**config.mk**
```make
export PLATFORM = sky130hd
export DESIGN_NAME = spi_wb_responder
export DESIGN_NICKNAME = d
export VERILOG_FILES = /design/src/rtl/spi_wb_responder.sv
export SDC_FILE = /design/constraint.sdc
export NUM_CORES = 1
export LEC_CHECK = 0
export CAP_MARGIN = 5
export CORE_ASPECT_RATIO = 1.4
export CORE_MARGIN = 2
export CORE_UTILIZATION = 60
export DETAILED_ROUTE_END_ITERATION = 8
export MAX_ROUTING_LAYER = met4
export PLACE_DENSITY = 0.81
export SLEW_MARGIN = 30
export SYNTH_ARGS = -nofsm -noshare
export SYNTH_HDL_FRONTEND = slang
export SYNTH_SLANG_ARGS = --single-unit
```
**constraint.sdc**
```tcl
create_clock -name CLK_48 -period 7.6 [get_ports CLK_48]
set_clock_uncertainty 0.1 [all_clocks]
set_input_delay 2.28 -clock CLK_48 [delete_from_list [all_inputs] [get_ports CLK_48]]
set_output_delay 2.28 -clock CLK_48 [all_outputs]
set_load 0.005 [all_outputs]
```
**src/rtl/spi_wb_responder.sv**
```systemverilog
// Wishbone-programmable SPI master: CTRL/DIVIDER/SS/DATA registers, transfers of up to
// 32 bits on sclk/mosi/miso with an optional completion interrupt.
module spi_wb_responder #(
   parameter int unsigned SS_NB   = 8,
   parameter logic [15:0] DIV_RST = 16'hFFFF
) (
   input  logic             CLK_48,
   input  logic             rst,
   input  logic [4:0]       wb_adr,
   input  logic [31:0]      wb_di,
   output logic [31:0]      wb_do,
   input  logic [3:0]       wb_sel,
   input  logic             wb_we,
   input  logic             wb_stb,
   input  logic             wb_cyc,
   output logic             wb_ack,
   output logic             wb_err,
   output logic             wb_int,
   output logic             sclk,
   output logic             mosi,
   input  logic             miso,
   output logic [SS_NB-1:0] ss_n
);

   localparam logic [0:0] StIdle = 1'b0;
   localparam logic [0:0] StXfer = 1'b1;

   localparam logic [4:0] AdrData = 5'h00;
   localparam logic [4:0] AdrCtrl = 5'h10;
   localparam logic [4:0] AdrDiv  = 5'h14;
   localparam logic [4:0] AdrSs   = 5'h18;

   // Index into flags_q, which holds CTRL[13:9].
   localparam int unsigned FlAss   = 4;
   localparam int unsigned FlIe    = 3;
   localparam int unsigned FlLsb   = 2;
   localparam int unsigned FlTxNeg = 1;
   localparam int unsigned FlRxNeg = 0;

   logic [0:0]       state_q, state_d;
   logic [4:0]       flags_q, flags_d;
   logic [6:0]       char_len_q, char_len_d;
   logic [15:0]      div_q, div_d;
   logic [SS_NB-1:0] ss_q, ss_d;
   logic [31:0]      tx_q, tx_d;
   logic [31:0]      rx_q, rx_d;
   logic [31:0]      sh_q, sh_d;
   logic [31:0]      rxs_q, rxs_d;
   logic [15:0]      hp_q, hp_d;
   logic [6:0]       cnt_q, cnt_d;
   logic [5:0]       n_q, n_d;
   logic             sclk_q, sclk_d;
   logic             int_q, int_d;
   logic             ack_q, err_q;
   logic [31:0]      do_q, do_d;
   logic [SS_NB-1:0] ss_n_q, ss_n_d;

   logic        acc, hit, wr, busy;
   logic        sel_data, sel_ctrl, sel_div, sel_ss;
   logic        go, done, rising, advance, sample;
   logic [5:0]  n_go;
   logic [31:0] rxs_next, rxs_upd;

   function automatic logic [5:0] eff_len(input logic [6:0] cl);
      return (cl == 7'd0 || cl > 7'd32) ? 6'd32 : cl[5:0];
   endfunction

   function automatic logic [31:0] len_mask(input logic [5:0] n);
      return (n >= 6'd32) ? 32'hFFFF_FFFF : ((32'd1 << n) - 32'd1);
   endfunction

   assign sel_data = (wb_adr == AdrData);
   assign sel_ctrl = (wb_adr == AdrCtrl);
   assign sel_div  = (wb_adr == AdrDiv);
   assign sel_ss   = (wb_adr == AdrSs);
   assign hit      = sel_data | sel_ctrl | sel_div | sel_ss;
   // One access per strobe: the cycle carrying ack/err does not start another.
   assign acc      = wb_stb & wb_cyc & ~ack_q & ~err_q;
   assign wr       = acc & hit & wb_we;
   assign busy     = (state_q == StXfer);

   always_comb begin
      state_d    = state_q;
      flags_d    = flags_q;
      char_len_d = char_len_q;
      div_d      = div_q;
      ss_d       = ss_q;
      tx_d       = tx_q;
      rx_d       = rx_q;
      sh_d       = sh_q;
      rxs_d      = rxs_q;
      hp_d       = hp_q;
      cnt_d      = cnt_q;
      n_d        = n_q;
      sclk_d     = sclk_q;
      int_d      = int_q;
      go         = 1'b0;
      done       = 1'b0;
      rising     = 1'b0;
      advance    = 1'b0;
      sample     = 1'b0;
      rxs_next   = rxs_q;
      rxs_upd    = rxs_q;

      if (wr && sel_ss && wb_sel[0]) begin
         ss_d = wb_di[SS_NB-1:0];
      end
      if (wr && !busy) begin
         if (sel_ctrl) begin
            if (wb_sel[0]) char_len_d = wb_di[6:0];
            if (wb_sel[1]) begin
               flags_d = wb_di[13:9];
               go      = wb_di[8];
            end
         end
         if (sel_div) begin
            if (wb_sel[0]) div_d[7:0]  = wb_di[7:0];
            if (wb_sel[1]) div_d[15:8] = wb_di[15:8];
         end
         if (sel_data) begin
            for (int k = 0; k < 4; k++) begin
               if (wb_sel[k]) tx_d[8*k +: 8] = wb_di[8*k +: 8];
            end
         end
      end

      n_go = eff_len(char_len_d);

      if (go) begin
         state_d = StXfer;
         n_d     = n_go;
         cnt_d   = {n_go, 1'b0};
         hp_d    = div_q;
         sclk_d  = 1'b0;
         rxs_d   = '0;
         // MSB-first keeps the next bit at [31], LSB-first at [0].
         sh_d    = flags_d[FlLsb] ? tx_q : (tx_q << (6'd32 - n_go));
      end else if (busy) begin
         rising   = ~sclk_q;
         // With TX on the rising toggle, skip the first one so bit 0 is not lost.
         advance  = flags_q[FlTxNeg] ? ~rising : (rising && (cnt_q != {n_q, 1'b0}));
         sample   = flags_q[FlRxNeg] ? ~rising : rising;
         rxs_next = flags_q[FlLsb] ? ((rxs_q >> 1) | ({31'b0, miso} << (n_q - 6'd1)))
                                   : {rxs_q[30:0], miso};
         if (hp_q == 16'd0) begin
            hp_d    = div_q;
            sclk_d  = ~sclk_q;
            cnt_d   = cnt_q - 7'd1;
            rxs_upd = sample ? rxs_next : rxs_q;
            rxs_d   = rxs_upd;
            if (advance) sh_d = flags_q[FlLsb] ? (sh_q >> 1) : (sh_q << 1);
            if (cnt_q == 7'd1) begin
               done    = 1'b1;
               state_d = StIdle;
               rx_d    = rxs_upd & len_mask(n_q);
            end
         end else begin
            hp_d = hp_q - 16'd1;
         end
      end

      if (acc) int_d = 1'b0;
      if (done && flags_q[FlIe]) int_d = 1'b1;
   end

   always_comb begin
      ss_n_d = ~(ss_d & {SS_NB{~flags_d[FlAss] | (state_d == StXfer)}});
   end

   always_comb begin
      do_d = '0;
      if (acc && !wb_we) begin
         case (wb_adr)
            AdrData: do_d = rx_q;
            AdrCtrl: do_d = {18'b0, flags_q, busy, 1'b0, char_len_q};
            AdrDiv:  do_d = {16'b0, div_q};
            AdrSs:   do_d = {{(32-SS_NB){1'b0}}, ss_q};
            default: do_d = '0;
         endcase
      end
   end

   always_ff @(posedge CLK_48) begin
      if (rst) begin
         state_q    <= StIdle;
         flags_q    <= '0;
         char_len_q <= '0;
         div_q      <= DIV_RST;
         ss_q       <= '0;
         tx_q       <= '0;
         rx_q       <= '0;
         sh_q       <= '0;
         rxs_q      <= '0;
         hp_q       <= '0;
         cnt_q      <= '0;
         n_q        <= '0;
         sclk_q     <= 1'b0;
         int_q      <= 1'b0;
         ack_q      <= 1'b0;
         err_q      <= 1'b0;
         do_q       <= '0;
         ss_n_q     <= '1;
      end else begin
         state_q    <= state_d;
         flags_q    <= flags_d;
         char_len_q <= char_len_d;
         div_q      <= div_d;
         ss_q       <= ss_d;
         tx_q       <= tx_d;
         rx_q       <= rx_d;
         sh_q       <= sh_d;
         rxs_q      <= rxs_d;
         hp_q       <= hp_d;
         cnt_q      <= cnt_d;
         n_q        <= n_d;
         sclk_q     <= sclk_d;
         int_q      <= int_d;
         ack_q      <= acc & hit;
         err_q      <= acc & ~hit;
         do_q       <= do_d;
         ss_n_q     <= ss_n_d;
      end
   end

   assign wb_ack = ack_q;
   assign wb_err = err_q;
   assign wb_do  = do_q;
   assign wb_int = int_q;
   assign sclk   = sclk_q;
   assign ss_n   = ss_n_q;
   assign mosi   = busy & (flags_q[FlLsb] ? sh_q[0] : sh_q[31]);

endmodule
```
==> results.cfg, run 1 <==
[worst_setup_path]
cp.required_ns = 7.93
start_kind = input port
worst-path-buf-inv = 2
path_class = input port to register
slowest_delay_ns = 0.62
critPathTopFamily = compound AO/OA/AOI/OAI gates
slowest_stage = o211a_1
crit_chain = clkdlybuf4s50_1 > or3_4 > or2_1 > nor2_1 > a21oi_1 > or2_2 > ha_1 > inv_1 > a211o_1 > o211a_1 > o211ai_1 > a2bb2oi_1 > o22ai_1 > a2111oi_0 > o21ai_0
crit_fanout = 17
cp-end-kind = register
crit_arrival_ns = 6.98

[clock_network]
cts_setup_buffers = 0
clkLatencyLatePin_ns = 0.56
hold_buffers = 0
cts-resized-gates = 0
clockBufferDepth = 3
clkSinkCount = 238
cts_buffers = 25
htreeDepth = 1
root_buffer = clkbuf_16
clk_pin_slew_ns = 0.07
cts_tree = done

[synthesis]
synthTopCellsByArea = dfxtp_1 (34%), nand2_1 (7.7%), a21oi_1 (6.6%)
synth-main-ff-cell = dfxtp_1
syn_inst = 1799
syn-num-nets = 1858
synth_area_per_cell_um2 = 7.822
ys_top_cells_by_count = nand2_1 (289), dfxtp_1 (238), a21oi_1 (186), nor2_1 (181), clkbuf_1 (114)
synth_area_um2 = 14070
synth-seq-cells = 238
synth_edf_count = 0
synth_top_area_cell = dfxtp_1
yosysWarnings = 0
synth.most_common_cell = nand2_1
seq_area_frac_synth = 0.3386
synth.distinct_cells = 83
synth_top_area_frac = 0.3386
async_flop_share = 0

[detailed_routing]
routed_wl_mm = 46.57
first_pass_iters = 7
num_vias = 14129
drt_iter0_markers = 1484
ant_nets = 0
wl_per_cell_um = 21.79
via_per_inst = 6.612
route.detailed.drc = 0

[global_route]
first_global_vias = 13512
grt_max_degree = 76
antenna_found_initial = 0
groute.usage.overall = 0.3829
grt.overflow.total = 0
grt_first_pass_wirelength_mm = 72.86

[place]
numPortBuffers = 91
pre_cts_ws_ns = 0.4782
routabilityCongestion = 0.9849
hpwl_mm = 33.91
dp_cells = 2091
dpl_cell_area_um2 = 15070

[power_and_ir_drop]
leakagePower_nw = 5.491
p_total_w = 0.002687
power.density_nw_per_um2 = 167.8
comb_power_share = 0.029
total_switching_power_w = 0.0006101
power_frac_clock = 0.507
seqPwrFrac = 0.464
swShare = 0.2271
ir_drop_mv = 0.1926
p_int_w = 0.002077

[run_status]
status = completed

[job]
maxCapViolCount = 0

[timing]
period_share = 0.8747
fin_crit_ns = 6.648
grt_setup_unrepaired = no
hold_viol = 0
setup_tns_ns = 0
finalMaxSlewViolations = 0
worstMarginPinSlew_ns = 0.9836
worst_slack_ns = 0.9520
setup_viol = 0
relSlewSlack = 0.3392
max_freq_mhz = 150.4

[floorplanning]
dieHeight_um = 185.2
initial_utilization = 0.6085
num_io_pins = 92
core-area_um2 = 23120
dieArea_um2 = 24710
row_count = 66
dieWidth_um = 133.4

[final_layout]
antenna_cells = 0
fin_cells = 2137
syn_to_final_growth_pct = 13.82
fin_nets = 1871
fin_area_um2 = 16020
drive_above_1_share = 0.08684

[min_path]
hold_class = register to register
## power by group through the flow
stage / Sequential, W / Clock, W / Combinational (W)
6_report: 0.00125 / 0.00136 / 0.0000767
5_1_grt: 0.00125 / 0.00142 / 0.0000810
4_1_cts: 0.00125 / 0.00137 / 0.0000751
2_1_floorplan: 0.00128 / 0 / 0.0000331
3_3_place_gp: 0.00128 / 0 / 0.0000744
3_5_place_dp: 0.00128 / 0 / 0.0000750
## worst paths after layout
path                                 from       end  slack [ns]  cells after the start
worst max-delay path            wb_adr[0]  sh_q[20]        0.95                     15
worst min-delay path             rx_q[28]  rx_q[28]        0.35                      2
worst max register to register       busy  sh_q[20]        2.70                     14
worst min register to register   rx_q[28]  rx_q[28]        0.35                      2
## sequential cells by signal, summed over array words and instances (netlist names)
name and count:
hp_q 16, rxs_q 32, sh_q 32, rx_q 32
sclk 1, wb_int 1, div_q 16, flags_q 5
tx_q 32, cnt_q 7, busy 1, wb_do 32
wb_err 1, wb_ack 1, n_q 6, ss_q 8
ss_n 8, char_len_q 7
## area by class of cell
type | instances | area, um2
Clock buffer | 27 | 643.1
Multi-Input combinational cell | 1400 | 8703
Timing Repair Buffer | 124 | 1156
Sequential cell | 238 | 4766
Tap cell | 306 | 382.9
Fill cell | 1920 | 7107
Inverter | 23 | 88.84
Clock inverter | 19 | 275.3
## cells by family after synthesis
group,Yosys count,share of synthesized area
XOR/XNOR,31,0.01930
multiplexers,127,0.1184
AO/OA/AOI/OAI,526,0.2373
AND/OR/NAND/NOR,704,0.2288
buffers and inverters,161,0.04686
adder cells (fa/ha/maj),12,0.01067
flip-flops,238,0.3386
## routing by layer
metal / GRT usage / vias to the layer above / share of wire
li1: - / 6531 / -
met1: 0.4238 / 6651 / 0.37
met2: 0.6526 / 741 / 0.49
met3: 0.04871 / 206 / 0.073
met4: 0.2451 / 0 / 0.073
met5: - / - / 0
## through the flow
stage	hold WS (ns)	utilization
floorplan	0.3252	-
global placement	0.3350	0.6516
detailed placement	0.3388	0.6517
CTS	0.3466	0.6914
global route	0.3581	0.6926
finish	0.3480	0.6926
## tightest hold or removal path, cell delays in order (launching register included)
cell     delay (ns)
dfxtp_1        0.30
nand2_1        0.05
a21oi_1        0.05
## layout by cell type, fill, tap and decap left out, types with 10 or more instances in the layout
cell type,count
a211o_1,11
a211oi_1,62
a21oi_1,186
a221oi_1,11
a22oi_1,31
a31oi_1,10
and2_1,26
and3_1,10
buf_4,34
clkbuf_16,25
clkdlybuf4s50_1,90
dfxtp_1,237
ha_1,12
inv_1,18
mux2_2,16
mux2i_1,81
mux4_2,30
nand2_1,289
nand3_1,33
nand3b_1,20
nor2_1,180
nor2b_1,14
nor3_1,45
nor4_1,18
o211ai_1,14
o21ai_0,86
o21ai_1,10
o22ai_1,21
or3_1,18
xnor2_1,15
xor2_1,15
Power figures use the tool's default switching activity.
==> run 2: changes to the inputs <==
--- a/config.mk
+++ b/config.mk
@@ -16,3 +16,4 @@
 export SYNTH_ARGS = -nofsm -noshare
 export SYNTH_HDL_FRONTEND = slang
 export SYNTH_SLANG_ARGS = --single-unit
+export TNS_END_PERCENT = 30
==> results of run 2 <==
The final DEF is identical to that of run 1; final timing and power are the same.
==> run 3: changes to the inputs <==
--- a/config.mk
+++ b/config.mk
@@ -5,6 +5,7 @@
 export SDC_FILE = /design/constraint.sdc
 export NUM_CORES = 1
 export LEC_CHECK = 0
+export ABC_AREA = 1
 export CAP_MARGIN = 5
 export CORE_ASPECT_RATIO = 1.4
 export CORE_MARGIN = 2
@@ -12,7 +13,7 @@
 export DETAILED_ROUTE_END_ITERATION = 8
 export MAX_ROUTING_LAYER = met4
 export PLACE_DENSITY = 0.81
-export SLEW_MARGIN = 30
+export SLEW_MARGIN = 15
 export SYNTH_ARGS = -nofsm -noshare
 export SYNTH_HDL_FRONTEND = slang
 export SYNTH_SLANG_ARGS = --single-unit
==> run 3 against run 2 <==
Flip-flop and latch count stayed put. Die area is 0.17% higher. Critical path type unchanged. Synthesized cell count is 21% higher. Largest cell class unchanged. Power is 3.2% lower. Cell count is 18% higher. Highest routed layer unchanged. Area after synthesis is 0.17% higher.
==> results.cfg, run 3 <==
[synthesis]
synth_compound_area_frac = 0.2221
synth_top_family_by_area = simple AND/OR/NAND/NOR gates
synth_edf_count = 0
syn-num-nets = 2239
synth-xor-area-share = 0.01864
synthMuxAreaShare = 0.0007102
synth_top_area_cell = dfxtp_1
synth_area_per_cell_um2 = 6.465
synth_top_area_frac = 0.3380
synthTopCellsByArea = dfxtp_1 (34%), nand3_1 (9.8%), nand2_1 (8.8%)
seq_area_frac_synth = 0.3380
syn_inst = 2180
ys_top_cells_by_count = nand2_1 (330), nand3_1 (275), nor2_1 (250), inv_1 (244), dfxtp_1 (238)
synth.distinct_cells = 51
synth-main-ff-cell = dfxtp_1
synth-adder-area-share = 0.01065
async_flop_share = 0
synth.most_common_cell = nand2_1
synth_area_um2 = 14090
yosysWarnings = 0
synthSimpleGateAreaFrac = 0.3004
synth-seq-cells = 238

[global_route]
grt.overflow.total = 0
grt_max_degree = 65
first_global_vias = 14885
grt_first_pass_wirelength_mm = 78.19
antenna_found_initial = 1
groute.usage.overall = 0.4103

[detailed_routing]
wl_per_cell_um = 20.11
first_pass_iters = 8
num_vias = 15812
via_per_inst = 6.280
drt_iter0_markers = 1916
ant_nets = 0
routed_wl_mm = 50.63
route.detailed.drc = 0

[min_path]
hold_class = register to register
hold_path_depth = 2
hp-start = rx_q[17]
holdPathEnd = wb_do[17]

[worst_setup_path]
rrSetupSlack_ns = 3.11
crit_chain = clkdlybuf4s50_1 > nand2_1 > inv_2 > nand3_2 > nand3_4 > nand4_4 > nand2_1 > inv_1 > nor2_1 > nand2_1 > nor2_1 > nand2_1 > nand3_2 > buf_4 > ha_1 > inv_1 > nand3_1 > nand3_1 > nand3_1 > nand3_1 > nand3_1 > nand2_1 > a21oi_1
slowest_delay_ns = 0.67
start_kind = input port
crit_arrival_ns = 6.71
slowest_stage = inv_1
rr_startpoint = wb_ack
cp-end-kind = register
crit_fanout = 33
cp.required_ns = 7.89
path_class = input port to register
r2r_cells = 21
worstReg2RegEnd = sh_q[28]

[timing]
fin_crit_ns = 6.413
max_freq_mhz = 155.9
relSlewSlack = 0.2911
setup_tns_ns = 0
finalMaxSlewViolations = 0
period_share = 0.8439
fin_hold_ws_ns = 0.3499
worstMarginPinSlew_ns = 1.063
hold_viol = 0
grt_setup_unrepaired = no
worst_slack_ns = 1.187
setup_viol = 0

[clock_network]
cts_setup_buffers = 0
cts-resized-gates = 0
cts_tree = done
clkLatencyLatePin_ns = 0.55
clkSinkCount = 238
clockBufferDepth = 3
hold_buffers = 0
clk_pin_slew_ns = 0.07
root_buffer = clkbuf_16
cts_buffers = 24
htreeDepth = 1

[floorplanning]
dieHeight_um = 185.4
row_count = 66
core-area_um2 = 23120
num_io_pins = 92
dieWidth_um = 133.5
initial_utilization = 0.6096
dieArea_um2 = 24750

[final_layout]
multi_input_area_um2 = 7790
drive_above_1_share = 0.04839
fin_nets = 2252
seqCellArea_um2 = 4766
fillers = 2005
syn_to_final_growth_pct = 12.20
mostFrequentLayoutCell = nand2_1
layout_common_cells = nand2_1 (330), nand3_1 (275), nor2_1 (249), inv_1 (243), dfxtp_1 (237)
fin_cells = 2518

[job]
maxCapViolCount = 0

[power_and_ir_drop]
comb_power_share = 0.032
power.density_nw_per_um2 = 164.4
swShare = 0.2307
p_int_w = 0.002000
seqPwrFrac = 0.480
power_frac_clock = 0.488
leakagePower_nw = 6.561
ir_drop_mv = 0.1698
total_switching_power_w = 0.0005998

[run_status]
status = completed

[place]
dp_cells = 2473
routabilityCongestion = 1.029
numPortBuffers = 91
pre_cts_ws_ns = 0.9188
hpwl_mm = 36.19
## run 3: cell count changes after synthesis, sizes merged, moves of 49 or more
cell   change
nand2     +49
nor2      +77
nand3    +246
inv      +231
mux2i     -80
o21ai    +145
## run 3: worst max-delay path, delay by kind of cell
family	cells	cell delay [ns]
compound gates	1	0.06
buf+inv	5	1.70
fa+ha+maj	1	0.32
simple gates	16	2.33
## run 3: worst max-delay path by stage
stage                     cells after the start       from  endpoint  slack [ns]
after floorplan                              25  wb_adr[1]  sh_q[25]        2.22
after global placement                       24  wb_adr[4]  sh_q[20]        1.01
after detailed placement                     23  wb_adr[4]  sh_q[28]        0.92
after CTS                                    23  wb_adr[4]  sh_q[28]        1.39
after global routing                         24  wb_adr[4]  sh_q[28]        0.82
final                                        23  wb_adr[4]  sh_q[28]        1.19
## run 3: cell families after synthesis
kind of cell | after synthesis
XOR/XNOR | 30
AND/OR/NAND/NOR | 951
AO/OA/AOI/OAI | 567
adder cells (fa/ha/maj) | 12
flip-flops | 238
buffers and inverters | 381
multiplexers | 1
## run 3: power groups by stage
| stage | registers [W] | clock network, W | logic (W) |
|---|---|---|---|
| after detailed placement | 0.00128 | 0 | 0.0000802 |
| final | 0.00125 | 0.00127 | 0.0000841 |
| after floorplan | 0.00128 | 0 | 0.0000375 |
| after global routing | 0.00125 | 0.00130 | 0.0000877 |
| after CTS | 0.00125 | 0.00126 | 0.0000812 |
| after global placement | 0.00128 | 0 | 0.0000796 |
## run 3: cell type report
cell class / count / area share
multi-input cells: 1561 / 0.4926
flip-flops and latches: 238 / 0.3014
repair buffers: 113 / 0.06773
inverters: 255 / 0.06069
clock buffers: 29 / 0.04106
well taps: 306 / 0.02421
clock inverters: 15 / 0.01218
diodes: 1 / 0.0001582
## run 3: through the flow
step	instance area, um2	util	total power (W)
global placement	14970	0.6474	0.001356
finish	15810	0.6839	0.002600
global route	15810	0.6839	0.002640
CTS	15810	0.6838	0.002592
floorplan	14090	-	0.001314
detailed placement	14970	0.6474	0.001357
## run 3: layer usage
layer	vias up	global-route usage	wire length, um	part of all wire
li1	7347	-	-	-
met3	282	0.05090	3899	0.077
met2	925	0.7136	24720	0.49
met4	0	0.2843	4205	0.083
met5	-	-	0	0
met1	7258	0.4340	17810	0.35
